`config.mk`:
```
export PLATFORM = sky130hd
export DESIGN_NAME = mult_unit
export DESIGN_NICKNAME = d
export VERILOG_FILES = /design/src/rtl/mult_pkg.sv /design/src/rtl/mult_datapath.sv /design/src/rtl/mult_unit.sv
export SDC_FILE = /design/constraint.sdc
export NUM_CORES = 1
export LEC_CHECK = 0
export CORE_MARGIN = 3
export CORE_UTILIZATION = 63
export DETAILED_ROUTE_END_ITERATION = 6
export PLACE_DENSITY_LB_ADDON = 0.1
export SLEW_MARGIN = 25
export SYNTH_ARGS = -nofsm -noshare
export SYNTH_HDL_FRONTEND = slang
export SYNTH_HIERARCHICAL = 1
export SYNTH_SLANG_ARGS = --single-unit
```
`constraint.sdc`:
```
create_clock -name clk -period 9.6 [get_ports clk]
set_clock_uncertainty 0.1 [all_clocks]
set_input_delay 1.92 -clock clk [delete_from_list [all_inputs] [get_ports clk]]
set_output_delay 1.92 -clock clk [all_outputs]
set_load 0.01 [all_outputs]
```
`src/rtl/mult_pkg.sv`:
```
// rtl/mult_pkg.sv - shared types and sizing for the iterative multiplier
package mult_pkg;

  typedef enum logic [1:0] {
    IDLE,
    CALC,
    SIGN
  } mult_state_e;

  localparam int MULT_W = 32;
  localparam int PROD_W = 2 * MULT_W;
  localparam int CNT_W  = $clog2(MULT_W) + 1;

  // Counter width for an arbitrary operand width; one spare bit keeps WIDTH representable.
  function automatic int cnt_width(input int w);
    return $clog2(w) + 1;
  endfunction

endpackage

```
`src/rtl/mult_datapath.sv`:
```
// rtl/mult_datapath.sv - shift-and-add datapath: accumulator, shift registers, final negator
module mult_datapath
  import mult_pkg::*;
#(
  parameter int WIDTH = MULT_W
) (
  input  logic               clk,
  input  logic               reset_n,
  input  logic               load,
  input  logic               step,
  input  logic               fix,
  input  logic               is_signed,
  input  logic [WIDTH-1:0]   op_a,
  input  logic [WIDTH-1:0]   op_b,
  output logic [2*WIDTH-1:0] result
);

  logic [2*WIDTH-1:0] acc;
  logic [2*WIDTH-1:0] mcand;
  logic [WIDTH-1:0]   mplier;
  logic               neg;
  logic [WIDTH-1:0]   mag_a;
  logic [WIDTH-1:0]   mag_b;

  // The most negative value negates to itself, which read unsigned is the right magnitude.
  assign mag_a = (is_signed && op_a[WIDTH-1]) ? -op_a : op_a;
  assign mag_b = (is_signed && op_b[WIDTH-1]) ? -op_b : op_b;

  always_ff @(posedge clk or negedge reset_n) begin
    if (!reset_n) begin
      acc    <= '0;
      mcand  <= '0;
      mplier <= '0;
      neg    <= 1'b0;
    end else if (load) begin
      acc    <= '0;
      mcand  <= {{WIDTH{1'b0}}, mag_a};
      mplier <= mag_b;
      neg    <= is_signed & (op_a[WIDTH-1] ^ op_b[WIDTH-1]);
    end else if (step) begin
      if (mplier[0]) begin
        acc <= acc + mcand;
      end
      mcand  <= mcand << 1;
      mplier <= mplier >> 1;
    end
  end

  assign result = (fix && neg) ? -acc : acc;

endmodule

```
`src/rtl/mult_unit.sv`:
```
// rtl/mult_unit.sv - mult/multu unit with HI/LO registers, fixed WIDTH+1 cycle latency
module mult_unit
  import mult_pkg::*;
#(
  parameter int WIDTH = MULT_W
) (
  input  logic             clk,
  input  logic             reset_n,
  input  logic             start,
  input  logic             is_signed,
  input  logic [WIDTH-1:0] op_a,
  input  logic [WIDTH-1:0] op_b,
  input  logic             hi_we,
  input  logic             lo_we,
  input  logic [WIDTH-1:0] wdata,
  output logic             busy,
  output logic             done,
  output logic [WIDTH-1:0] hi,
  output logic [WIDTH-1:0] lo
);

  localparam int CW = cnt_width(WIDTH);

  mult_state_e        state;
  mult_state_e        state_next;
  logic [CW-1:0]      cnt;
  logic               load;
  logic               step;
  logic               fix;
  logic [2*WIDTH-1:0] result;

  mult_datapath #(.WIDTH(WIDTH)) u_datapath (
    .clk       (clk),
    .reset_n   (reset_n),
    .load      (load),
    .step      (step),
    .fix       (fix),
    .is_signed (is_signed),
    .op_a      (op_a),
    .op_b      (op_b),
    .result    (result)
  );

  always_comb begin
    state_next = state;
    load       = 1'b0;
    step       = 1'b0;
    fix        = 1'b0;
    case (state)
      IDLE: begin
        if (start) begin
          load       = 1'b1;
          state_next = CALC;
        end
      end
      CALC: begin
        step = 1'b1;
        if (cnt == CW'(WIDTH - 1)) begin
          state_next = SIGN;
        end
      end
      SIGN: begin
        fix        = 1'b1;
        state_next = IDLE;
      end
      default: state_next = IDLE;
    endcase
  end

  always_ff @(posedge clk or negedge reset_n) begin
    if (!reset_n) begin
      state <= IDLE;
      cnt   <= '0;
      busy  <= 1'b0;
      done  <= 1'b0;
    end else begin
      state <= state_next;
      busy  <= (state_next != IDLE);
      done  <= fix;
      if (load) begin
        cnt <= '0;
      end else if (step) begin
        cnt <= cnt + 1'b1;
      end
    end
  end

  // Software writes land only while idle; a product accepted in the same cycle overwrites them later.
  always_ff @(posedge clk or negedge reset_n) begin
    if (!reset_n) begin
      hi <= '0;
      lo <= '0;
    end else if (fix) begin
      hi <= result[2*WIDTH-1:WIDTH];
      lo <= result[WIDTH-1:0];
    end else if (state == IDLE) begin
      if (hi_we) begin
        hi <= wdata;
      end
      if (lo_we) begin
        lo <= wdata;
      end
    end
  end

endmodule

```
; Word-level counts from Yosys, hierarchy flattened
; Cells that the tools add are included.
[word_totals]
register_bits = 235
input_bits = 102
[classes]
addsub = 5
bitwise = 2
mux = 25
eq_ne = 3
n_reduce_logical = 13
[ops]
columns = operator, count
row1 = $mux 64, 6
row2 = $mux 32, 10
row3 = $add 64x64->64, 1
row4 = $neg 32->32, 2
row5 = $neg 64->64, 1
row6 = $mux 6, 2
row7 = $reduce_bool 2->1, 6
row8 = $add 6x1->6 const B, 1
row9 = $eq 6x5->1 const B, 1
row10 = $reduce_and 2->1, 3
row11 = $mux 1, 4
row12 = $mux 2, 2
row13 = $pmux 2 s2, 1
row14 = $logic_and 1x1->1, 3
row15 = $eq 2x1->1 const B, 1
row16 = $eq 2x2->1 const B, 1
row17 = $logic_not 2->1, 1
row18 = $and 1x1->1, 1
row19 = $xor 1x1->1, 1

; Longest topological paths before layout
; Gate-level depths: netlist of run 1.
[depth]
depth_word = 5
ltp_mapped = 14
mapped_depth_nobuf = 14

; Modules after synthesis
; Netlist of run 1, hierarchy kept.
[by_module_without_submodules]
columns = module, cells_each, area_per_inst_um2, instances
row1 = mult_datapath, 1604, 13016.2, 1
row2 = mult_unit, 319, 3425.8, 1

; Least setup slack after synthesis of run 1
; OpenSTA, ideal clock, no wires.
[synth_path]
kind = input-to-reg
from = input port op_a[5]
to = register u_datapath.mcand[27]
n_path_buf = 0
cell_stages = 11
t_required_ns = 9.417
arrival_time_ns = 3.954
path_slack_ns = 5.464
path_cell_list = nor4_1 -> nand2_1 -> nor4_1 -> nand2_1 -> nor4_1 -> and2_1 -> nand2_1 -> o41ai_1 -> xnor2_1 -> nand2_1 -> o21ai_0
[synth_via]
elab_chain_len = 3
[synth_rtl]
columns = item, line
row1 = start: declaration, mult_unit.sv:11  ; input logic [WIDTH-1:0] op_a,
row2 = $neg 32->32, mult_datapath.sv:26  ; assign mag_a = (is_signed && op_a[WIDTH-1]) ? -op_a : op_a;
row3 = $mux 32, mult_datapath.sv:26
row4 = $mux 64, mult_datapath.sv:35  ; end else if (load) begin
row5 = end signal: assignment, mult_datapath.sv:37  ; mcand <= {{WIDTH{1'b0}}, mag_a};
row6 = end signal: assignment, mult_datapath.sv:44  ; mcand <= mcand << 1;
row7 = end: declaration, mult_datapath.sv:19  ; logic [2*WIDTH-1:0] mcand;
; Every way passes these cells.
; A chain may end at the register's enable or synchronous reset.

; Final worst setup path of run 1
[layout_path]
from = input port op_a[3]
to = register u_datapath.mcand[27]
; The elaborated chain is that of the path after synthesis.

==> qor.yml, run 1 <==
worst_setup_path:
  cp_num_buf_inv: 1
  rr_worst_depth: 14
  cpMostUsedCell: "nand2_1"
  reg2reg_to: "u_datapath/acc[62]"
  reg2reg_slack_ns: 5.30
  path_class: "input pin to flip-flop"
  arrival_ns: 4.99
  cp_slowest_stage_delay_ns: 0.54
  path_cells: "clkdlybuf4s50_1 -> nor4_1 -> nand2_1 -> nor4_1 -> nand2_1 -> nor4_1 -> and2_1 -> nand2_1 -> o41ai_1 -> xnor2_1 -> nand2_1 -> o21ai_0"
  end_kind: "flip-flop"
  cp-start-kind: "input pin"
  crit_path_top_delay_cell: "nor4_1"
  path_max_fanout: 4
  crit_required_ns: 9.96
  cp_top_family: "simple AND/OR/NAND/NOR gates"
  rr_startpoint: "u_datapath/acc[0]"
cells_and_area:
  fin_util_pct: 75.23
  syn_to_final_growth_pct: 16.21
  regArea_um2: 5881
  antenna_cells: 0
  multi_input_area_um2: 9927
  drive_above_1_share_pct: 4.269
  nets: 2189
  num-fill-cells: 1896
floorplan:
  die-area_um2: 28070
  rows: 58
  start_util_pct: 64.73
  core_um2: 25400
  pin_count: 168
  die_x_um: 167.6
  fp.dieH_um: 167.6
clocking:
  clock-sinks: 235
  cts-htree-levels: 1
  worst_skew_pair.late_latency_ns: 0.54
  clockRootBuffer: "clkbuf_16"
  clk_pin_slew_ns: 0.06
  cts_tree: "built"
  postCtsHoldBufs: 0
  cts_made_buffers: 26
  postCtsSetupBuffers: 0
  clock_tree.buffer_depth: 3
  ctsResizeCount: 0
synth:
  synth_top_cell_area_share_pct: 35.77
  synth_edf_count: 0
  yosys.area.top_type: "dfrtp_1"
  yosys.cell_types.count: 75
  synth_common_cells: "nand2_1, dfrtp_1, a21oi_1, mux2i_1, o21ai_0"
  synth_area_leaders: "dfrtp_1, mux2i_1, nand2_1"
  syn_avg_cell_area_um2: 8.550
  ys_seq_elements: 235
  ys_warn_count: 6
  synth_area_um2: 16440
  synth.most_common_cell: "nand2_1"
  syn_inst: 1923
  ys.flop_type: "dfrtp_1"
  yosysSeqAreaShare_pct: 35.77
  syn_nets: 2093
  async_reset_ff_share_pct: 100.0
global_routing:
  grt_max_degree: 101
  globalRouteTotalUtil_pct: 30.54
  gr-total-overflow: 0
  antenna_found_initial: 0
  grt_pass1_wl_mm: 71.66
  grt_pass1_vias: 14223
pwr:
  total_leakage_power_nw: 8.922
  powerDensity_nw_per_um2: 288.8
  ir_drop_mv: 0.1698
timing:
  min_period_ns: 4.629
  fin_crit_sh_pct: 48.22
  final-setup-viol-count: 0
  clock.fmax_ghz: 0.2160
  tightest_slew_ns: 1.053
  setup_tns_ns: 0
  worst_slack_ns: 4.971
  maxSlewHeadroom_pct: 29.78
  maxSlewViolCount: 0
  finalHoldViolCount: 0
  rsz0062_at_grt: "no"
hold_path:
  hp-start: "hi[13]"
  hold_class: "flip-flop to flip-flop"
  hold_depth: 2
  worstHoldEndpoint: "hi[13]"
place:
  place_hpwl_mm: 32.25
  gp_congestion: 0.9481
  io_buffers: 167
  preCtsSetupSlack_ns: 4.473
routing:
  wl_mm: 44.52
  vias: 14742
  postRouteAntennaNets: 0
  via_per_inst: 6.226
  drc: 0
  post_drt_wl_per_cell_um: 18.80
  drtIter0Drc: 1500
  drtPass1Iterations: 5
status:
  status: "completed"
flow_run:
  maxCapViolCount: 0
-- report_power, final --
part	internal [mW]	total, mW	leakage, nW	switching, mW
Sequential	1.36	1.79	3.00	0.429
Combinational	1.11	2.59	5.44	1.49
Clock	0.723	1.14	0.483	0.417
-- stage by stage --
stage	cell area (µm²)	hold WS (ns)	power (mW)	cells
after global placement	18120	0.3617	4.249	2321
after detailed placement	18120	0.3685	4.330	2321
after global routing	19110	0.4097	5.884	2368
after floorplan	16440	0.3544	3.507	1923
final	19110	0.3780	5.517	2368
after CTS	19100	0.3816	5.487	2368
-- registers in the layout (all words and copies together) (netlist names) --
name,cells
lo,32
u_datapath/neg,1
busy,1
u_datapath/acc,64
done,1
u_datapath/mcand,64
cnt,6
state,2
hi,32
u_datapath/mplier,32
-- layout make-up --
type / count / share of cell area (%)
inverter: 36 / 0.7465
timing repair buffer: 178 / 9.227
clock inverter: 12 / 1.290
clock buffer: 35 / 3.844
multi-input combinational: 1542 / 51.95
tap: 330 / 2.161
sequential: 235 / 30.78
-- cell families (layout without fill, tap and decap cells) --
| group | Yosys count | in the layout | share of synthesized area, % |
|---|---|---|---|
| multiplexers | 159 | 159 | 9.680 |
| flip-flops | 235 | 235 | 35.77 |
| XOR/XNOR | 176 | 176 | 9.375 |
| AO/OA/AOI/OAI | 520 | 520 | 18.77 |
| AND/OR/NAND/NOR | 619 | 619 | 17.20 |
| buffers and inverters | 146 | 261 | 3.987 |
| adder cells (fa/ha/maj) | 68 | 68 | 5.220 |
-- routing by layer --
metal  vias to the layer above  wire length, µm  track usage (%)
li1                       7005                -                -
met1                      7027            19780            42.56
met2                       605            20360            49.96
met3                       105             2905            3.683
met4                         0             1482            10.21
met5                         -                0                0
-- how the worst max path moves through the flow --
stage	start	end	slack (ns)	cells past startpoint
detailed placement	op_a[3]	u_datapath/mcand[27]	4.47	12
floorplan	op_a[5]	u_datapath/mcand[27]	5.46	11
finish	op_a[3]	u_datapath/mcand[27]	4.97	12
global placement	op_a[3]	u_datapath/mcand[27]	4.59	12
CTS	op_a[3]	u_datapath/mcand[27]	5.04	12
global route	op_a[3]	u_datapath/mcand[27]	4.72	12
-- worst register-to-register path, stage by stage, from the launching register on --
cell and delay (ns):
dfrtp_1 0.45, ha_1 0.23, inv_1 0.06, fa_1 0.37
nor2b_1 0.18, o21a_1 0.19, a311o_1 0.27, a41o_1 0.33
a31oi_2 0.19, o21ai_0 0.38, a21oi_2 0.20, o41ai_2 0.64
nand4_1 0.23, mux2i_1 0.16, or2_1 0.23
-- placed cells by master, fill, tap and decap left out, drive strengths merged, types with 9 or more instances in the layout --
master,n
nor2,121
o31ai,18
xnor2,90
a21o,44
inv,36
mux2i,159
nand2b,9
clkdlybuf4s50,166
nor2b,15
or3,12
nor3,29
xor2,86
clkbuf,35
dfrtp,235
o21ai,193
and3,12
a31oi,18
buf,12
a21oi,174
ha,67
and2,18
o41ai,10
o21bai,16
nor4,22
nand2,297
a211oi,9
nand3,36
nand4,21
No activity file was read; power rests on OpenSTA's default activity.
==> run 2: changes to the inputs <==
Settings changed: CORE_UTILIZATION 63 to 58.
Clock period 9.6 ns to 4.77 ns, I/O delays scaled along.
==> run 2 against run 1 <==
Effect of this change:
- global-route usage shrank 2.6 points
- combinational power grew 100%
- worst hold slack lost 0.053 ns
- setup slack lost 4.3 ns
- sequential share of layout area shrank 0.098 points
- final area grew 0.32%
- flip-flop and latch count is the same
==> qor.yml, run 2 (synthesized netlist as in run 1, its figures left out) <==
worst_setup_path:
  crit_required_ns: 5.10
  cp_slowest_stage_delay_ns: 0.54
  path_cells: "ha_1 -> inv_1 -> fa_1 -> nor2b_1 -> o21a_1 -> a311o_1 -> a41o_1 -> a31oi_2 -> o21ai_0 -> a21oi_2 -> o41ai_2 -> nand4_1 -> mux2i_1 -> or2_1"
  path_max_fanout: 5
  cp_top_family: "compound AO/OA/AOI/OAI gates"
  arrival_ns: 4.39
  end_kind: "flip-flop"
  path_class: "flip-flop to flip-flop"
  crit_path_top_delay_cell: "o41ai_2"
  cp_num_buf_inv: 1
  cp-start-kind: "flip-flop"
clocking:
  clk_pin_slew_ns: 0.06
  clock-sinks: 235
  postCtsHoldBufs: 0
  worst_skew_pair.late_latency_ns: 0.54
  cts_tree: "built"
  cts_made_buffers: 28
  ctsResizeCount: 0
  cts-htree-levels: 1
  clockRootBuffer: "clkbuf_16"
  clock_tree.buffer_depth: 3
  postCtsSetupBuffers: 0
place:
  io_buffers: 167
  gp_congestion: 0.9211
  place_area_um2: 18250
  place_hpwl_mm: 32.12
routing:
  drtIter0Drc: 1043
  vias: 14292
  post_drt_wl_per_cell_um: 18.01
  drc: 0
  wl_mm: 43.59
  postRouteAntennaNets: 0
  via_per_inst: 5.906
  drtPass1Iterations: 5
cells_and_area:
  syn_to_final_growth_pct: 16.58
  drive_above_1_share_pct: 4.358
  mostFrequentLayoutCells: "nand2_1, dfrtp_1, a21oi_1"
  num-fill-cells: 2270
  design_area_um2: 19170
  nets: 2193
  final_common_cell: "nand2_1"
  largestRegisters: "u_datapath/acc: 64 flops, u_datapath/mcand: 64 flops"
  antenna_cells: 0
floorplan:
  start_util_pct: 59.02
  fp.dieH_um: 174.4
  die-area_um2: 30400
  pin_count: 168
  core_um2: 27860
  rows: 61
  die_x_um: 174.4
timing:
  maxSlewHeadroom_pct: 32.81
  fin_crit_sh_pct: 85.25
  tightest_slew_ns: 1.008
  finalHoldViolCount: 0
  maxSlewViolCount: 0
  clock.fmax_ghz: 0.2459
  final-setup-viol-count: 0
  rsz0062_at_grt: "no"
  min_period_ns: 4.067
  setup_tns_ns: 0
global_routing:
  grt_pass1_vias: 13648
  antenna_found_initial: 0
  grt_max_degree: 101
  globalRouteTotalUtil_pct: 27.98
  grt_pass1_wl_mm: 70.54
  gr-total-overflow: 0
pwr:
  p_sw_share_pct: 42.67
  clock_power_share_pct: 19.5
  powerDensity_nw_per_um2: 569.9
  ir_drop_mv: 0.3524
  p_sw_mw: 4.661
  p_seq_share_pct: 33.0
  total_leakage_power_nw: 8.911
  total_power_mw: 10.92
  p_int_mw: 6.262
  p_comb_share_pct: 47.6
status:
  status: "completed"
flow_run:
  maxCapViolCount: 0
hold_path:
  hold_class: "input pin to asynchronous set/reset pin"
## run 2: per-layer routing
layer | GRT usage [%] | vias to the layer above | part of all wire (%)
met3 | 3.670 | 88 | 5.9
met5 | 0 | - | 0
met4 | 8.244 | 0 | 3.1
met1 | 39.96 | 6755 | 46
li1 | - | 6997 | -
met2 | 44.79 | 452 | 45
## run 2: per-stage QoR
stage | worst slack (ns) | utilization [%] | hold slack [ns] | instances
2_1_floorplan | 1.449 | - | 0.3544 | 1923
3_3_place_gp | 0.7401 | 65.50 | 0.3639 | 2371
3_5_place_dp | 0.6241 | 65.50 | 0.3743 | 2371
4_1_cts | 0.7270 | 68.81 | 0.3816 | 2420
5_1_grt | 0.3713 | 68.81 | 0.3919 | 2420
6_report | 0.7034 | 68.81 | 0.3248 | 2420
## run 2: final timing paths
kind	startpoint	to	slack [ns]	depth (start not counted)
min in group clk	hi[0]	hi[0]	0.38	2
min	reset_n	cnt[0]	0.32	1
max reg2reg	u_datapath/acc[0]	u_datapath/acc[62]	0.70	14
max in group asynchronous	reset_n	u_datapath/mcand[24]	3.17	2
max	u_datapath/acc[0]	u_datapath/acc[62]	0.70	14
min reg2reg	hi[0]	hi[0]	0.38	2
## run 2: worst register-to-register path: cells and delay by family (launching register included)
family,cells,cell delay [ns]
AO/OA/AOI/OAI,7,2.04
adder cells (fa/ha/maj),2,0.57
buffers and inverters,1,0.06
flip-flops,1,0.42
multiplexers,1,0.17
AND/OR/NAND/NOR,3,0.61
## run 2: power by group through the flow
stage	clock, mW	sequential (mW)	combinational [mW]
finish	2.12	3.60	5.20
global route	2.24	3.70	5.77
CTS	2.17	3.59	5.16
detailed placement	0	3.61	5.12
global placement	0	3.58	5.03
floorplan	0	3.36	3.70
## run 2: layout make-up
cell class                      count  area, µm²  share of cell area (%)
Multi-Input combinational cell   1542       9927                   51.79
Sequential cell                   235       5881                   30.68
Timing Repair Buffer              180       1824                   9.517
Clock buffer                       40      817.0                   4.262
Tap cell                          378      473.0                   2.467
Inverter                           36      142.6                  0.7441
Clock inverter                      9      103.9                  0.5418
==> run 3: changes to the inputs <==
Settings changed: CORE_ASPECT_RATIO set to 1.25, HOLD_SLACK_MARGIN set to 0.15.
==> run 3 against run 2 <==
Effect of this change:
- largest cell class unchanged
- worst hold slack got worse by 0.061 ns
- die area about the same
- flip-flop and latch count unchanged
- clock-buffer cell count decreased by 9
- non-clock buffer count increased by 8
==> qor.yml, run 3 (synthesized netlist as in run 1, its figures left out) <==
worst_setup_path:
  crit_required_ns: 5.09
  path_max_fanout: 5
  arrival_ns: 4.29
  cp_slowest_stage_delay_ns: 0.41
  reg2reg_to: "u_datapath/acc[62]"
  end_kind: "flip-flop"
  reg2reg_slack_ns: 0.80
  path_cells: "ha_1 -> inv_1 -> fa_1 -> nor2b_1 -> o21a_1 -> a311o_1 -> a41o_1 -> a31oi_2 -> o21ai_0 -> a21oi_2 -> o41ai_2 -> buf_4 -> nand4_1 -> mux2i_1 -> or2_1"
  rr_worst_depth: 15
  rr_startpoint: "u_datapath/acc[0]"
  cp-start-kind: "flip-flop"
  crit_path_top_delay_cell: "dfrtp_1"
  path_class: "flip-flop to flip-flop"
floorplan:
  fp.dieH_um: 194.2
  rows: 68
  start_util_pct: 59.28
  die-area_um2: 30420
  core_um2: 27740
  die_x_um: 156.6
  pin_count: 168
place:
  gp_congestion: 0.9449
  place_area_um2: 18250
  dpl.cell_count: 2351
  io_buffers: 167
  place_hpwl_mm: 33.34
cells_and_area:
  nets: 2199
  antenna_cells: 0
  drive_above_1_share_pct: 4.978
  mostFrequentLayoutCells: "nand2_1, dfrtp_1, a21oi_1"
  largestRegisters: "u_datapath/acc: 64 flops, u_datapath/mcand: 64 flops"
  syn_to_final_growth_pct: 17.51
  final_common_cell: "nand2_1"
  design_area_um2: 19320
  instances_no_fill: 2399
pwr:
  p_sw_mw: 4.716
  ir_drop_mv: 0.2781
  powerDensity_nw_per_um2: 585.4
  p_sw_share_pct: 41.69
  p_comb_share_pct: 46.4
  total_power_mw: 11.31
  p_int_mw: 6.595
  p_seq_share_pct: 31.8
  total_leakage_power_nw: 9.013
  clock_power_share_pct: 21.8
clocking:
  clockRootBuffer: "clkbuf_16"
  postCtsHoldBufs: 0
  ctsResizeCount: 0
  clock-sinks: 235
  cts_made_buffers: 26
  clk_pin_slew_ns: 0.07
  clock_tree.buffer_depth: 3
  cts-htree-levels: 1
  worst_skew_pair.late_latency_ns: 0.54
  postCtsSetupBuffers: 0
  cts_tree: "built"
routing:
  drtIter0Drc: 1030
  drtPass1Iterations: 5
  postRouteAntennaNets: 0
  drc: 0
  wl_mm: 44.39
  vias: 14496
  post_drt_wl_per_cell_um: 18.50
  via_per_inst: 6.043
timing:
  rsz0062_at_grt: "no"
  clock.fmax_ghz: 0.2520
  maxSlewViolCount: 0
  maxSlewHeadroom_pct: 35.28
  finalHoldViolCount: 0
  final-setup-viol-count: 0
  setup_tns_ns: 0
  min_period_ns: 3.968
  fin_crit_sh_pct: 83.18
  tightest_slew_ns: 0.9709
global_routing:
  grt_max_degree: 106
  grt_pass1_vias: 14053
  gr-total-overflow: 0
  grt_pass1_wl_mm: 71.50
  antenna_found_initial: 0
  globalRouteTotalUtil_pct: 28.48
status:
  status: "completed"
flow_run:
  maxCapViolCount: 0
hold_path:
  hold_class: "input pin to asynchronous set/reset pin"
## run 3: changes by cell type in the layout (fill, tap and decap cells not counted)
cell,before,now
buf_12,4,2
clkinvlp_4,2,3
clkbuf_16,29,26
buf_4,9,19
clkbuf_1,6,0
bufinv_16,2,10
clkinv_4,1,0
clkinv_8,0,1
clkinv_2,4,3
## run 3: final cells by class
| cell class | instances | area, µm² |
|---|---|---|
| Tap cell | 350 | 437.9 |
| Fill cell | 2269 | 8416 |
| Timing Repair Buffer | 188 | 1859 |
| Multi-Input combinational cell | 1542 | 9927 |
| Clock inverter | 17 | 354.1 |
| Inverter | 36 | 142.6 |
| Sequential cell | 235 | 5881 |
| Clock buffer | 31 | 719.4 |
## run 3: through the flow
step / utilization (%) / hold WS (ns) / setup slack [ns]
after floorplan: - / 0.3544 / 1.449
final: 69.66 / 0.2634 / 0.8024
after global routing: 69.66 / 0.3087 / 0.6298
after CTS: 69.66 / 0.2944 / 0.8537
after detailed placement: 65.79 / 0.3690 / 0.6540
after global placement: 65.79 / 0.3613 / 0.7017
## run 3: worst max path at each step
| stage | from | to | slack [ns] | cells past startpoint |
|---|---|---|---|---|
| finish | u_datapath/acc[0] | u_datapath/acc[62] | 0.80 | 15 |
| global route | u_datapath/acc[0] | u_datapath/acc[62] | 0.63 | 15 |
| CTS | u_datapath/acc[0] | u_datapath/acc[62] | 0.85 | 15 |
| detailed placement | op_a[3] | u_datapath/mcand[30] | 0.65 | 11 |
| global placement | op_a[3] | u_datapath/mcand[28] | 0.70 | 11 |
| floorplan | u_datapath/acc[0] | u_datapath/acc[62] | 1.45 | 14 |
## run 3: critical path, delay by kind of cell, from the launching register on
kind / cells / cell delay [ns]
mux: 1 / 0.14
flops: 1 / 0.41
simple gates: 3 / 0.55
compound gates: 7 / 1.83
fa+ha+maj: 2 / 0.57
buf+inv: 2 / 0.25
## run 3: power groups by stage
stage          clock network [mW]  logic, mW  registers (mW)
6_report                     2.47       5.25            3.60
5_1_grt                      2.59       5.85            3.69
4_1_cts                      2.50       5.22            3.58
3_5_place_dp                    0       5.19            3.61
3_3_place_gp                    0       5.11            3.59
2_1_floorplan                   0       3.70            3.36
## run 3: layer usage
layer  up-vias  track usage, %  share of wire (%)
met5         -               0                  0
met4         0           11.61                4.0
met3       107           3.371                5.6
met2       465           47.16                 47
met1      6911           37.88                 43
li1       7013               -                  -
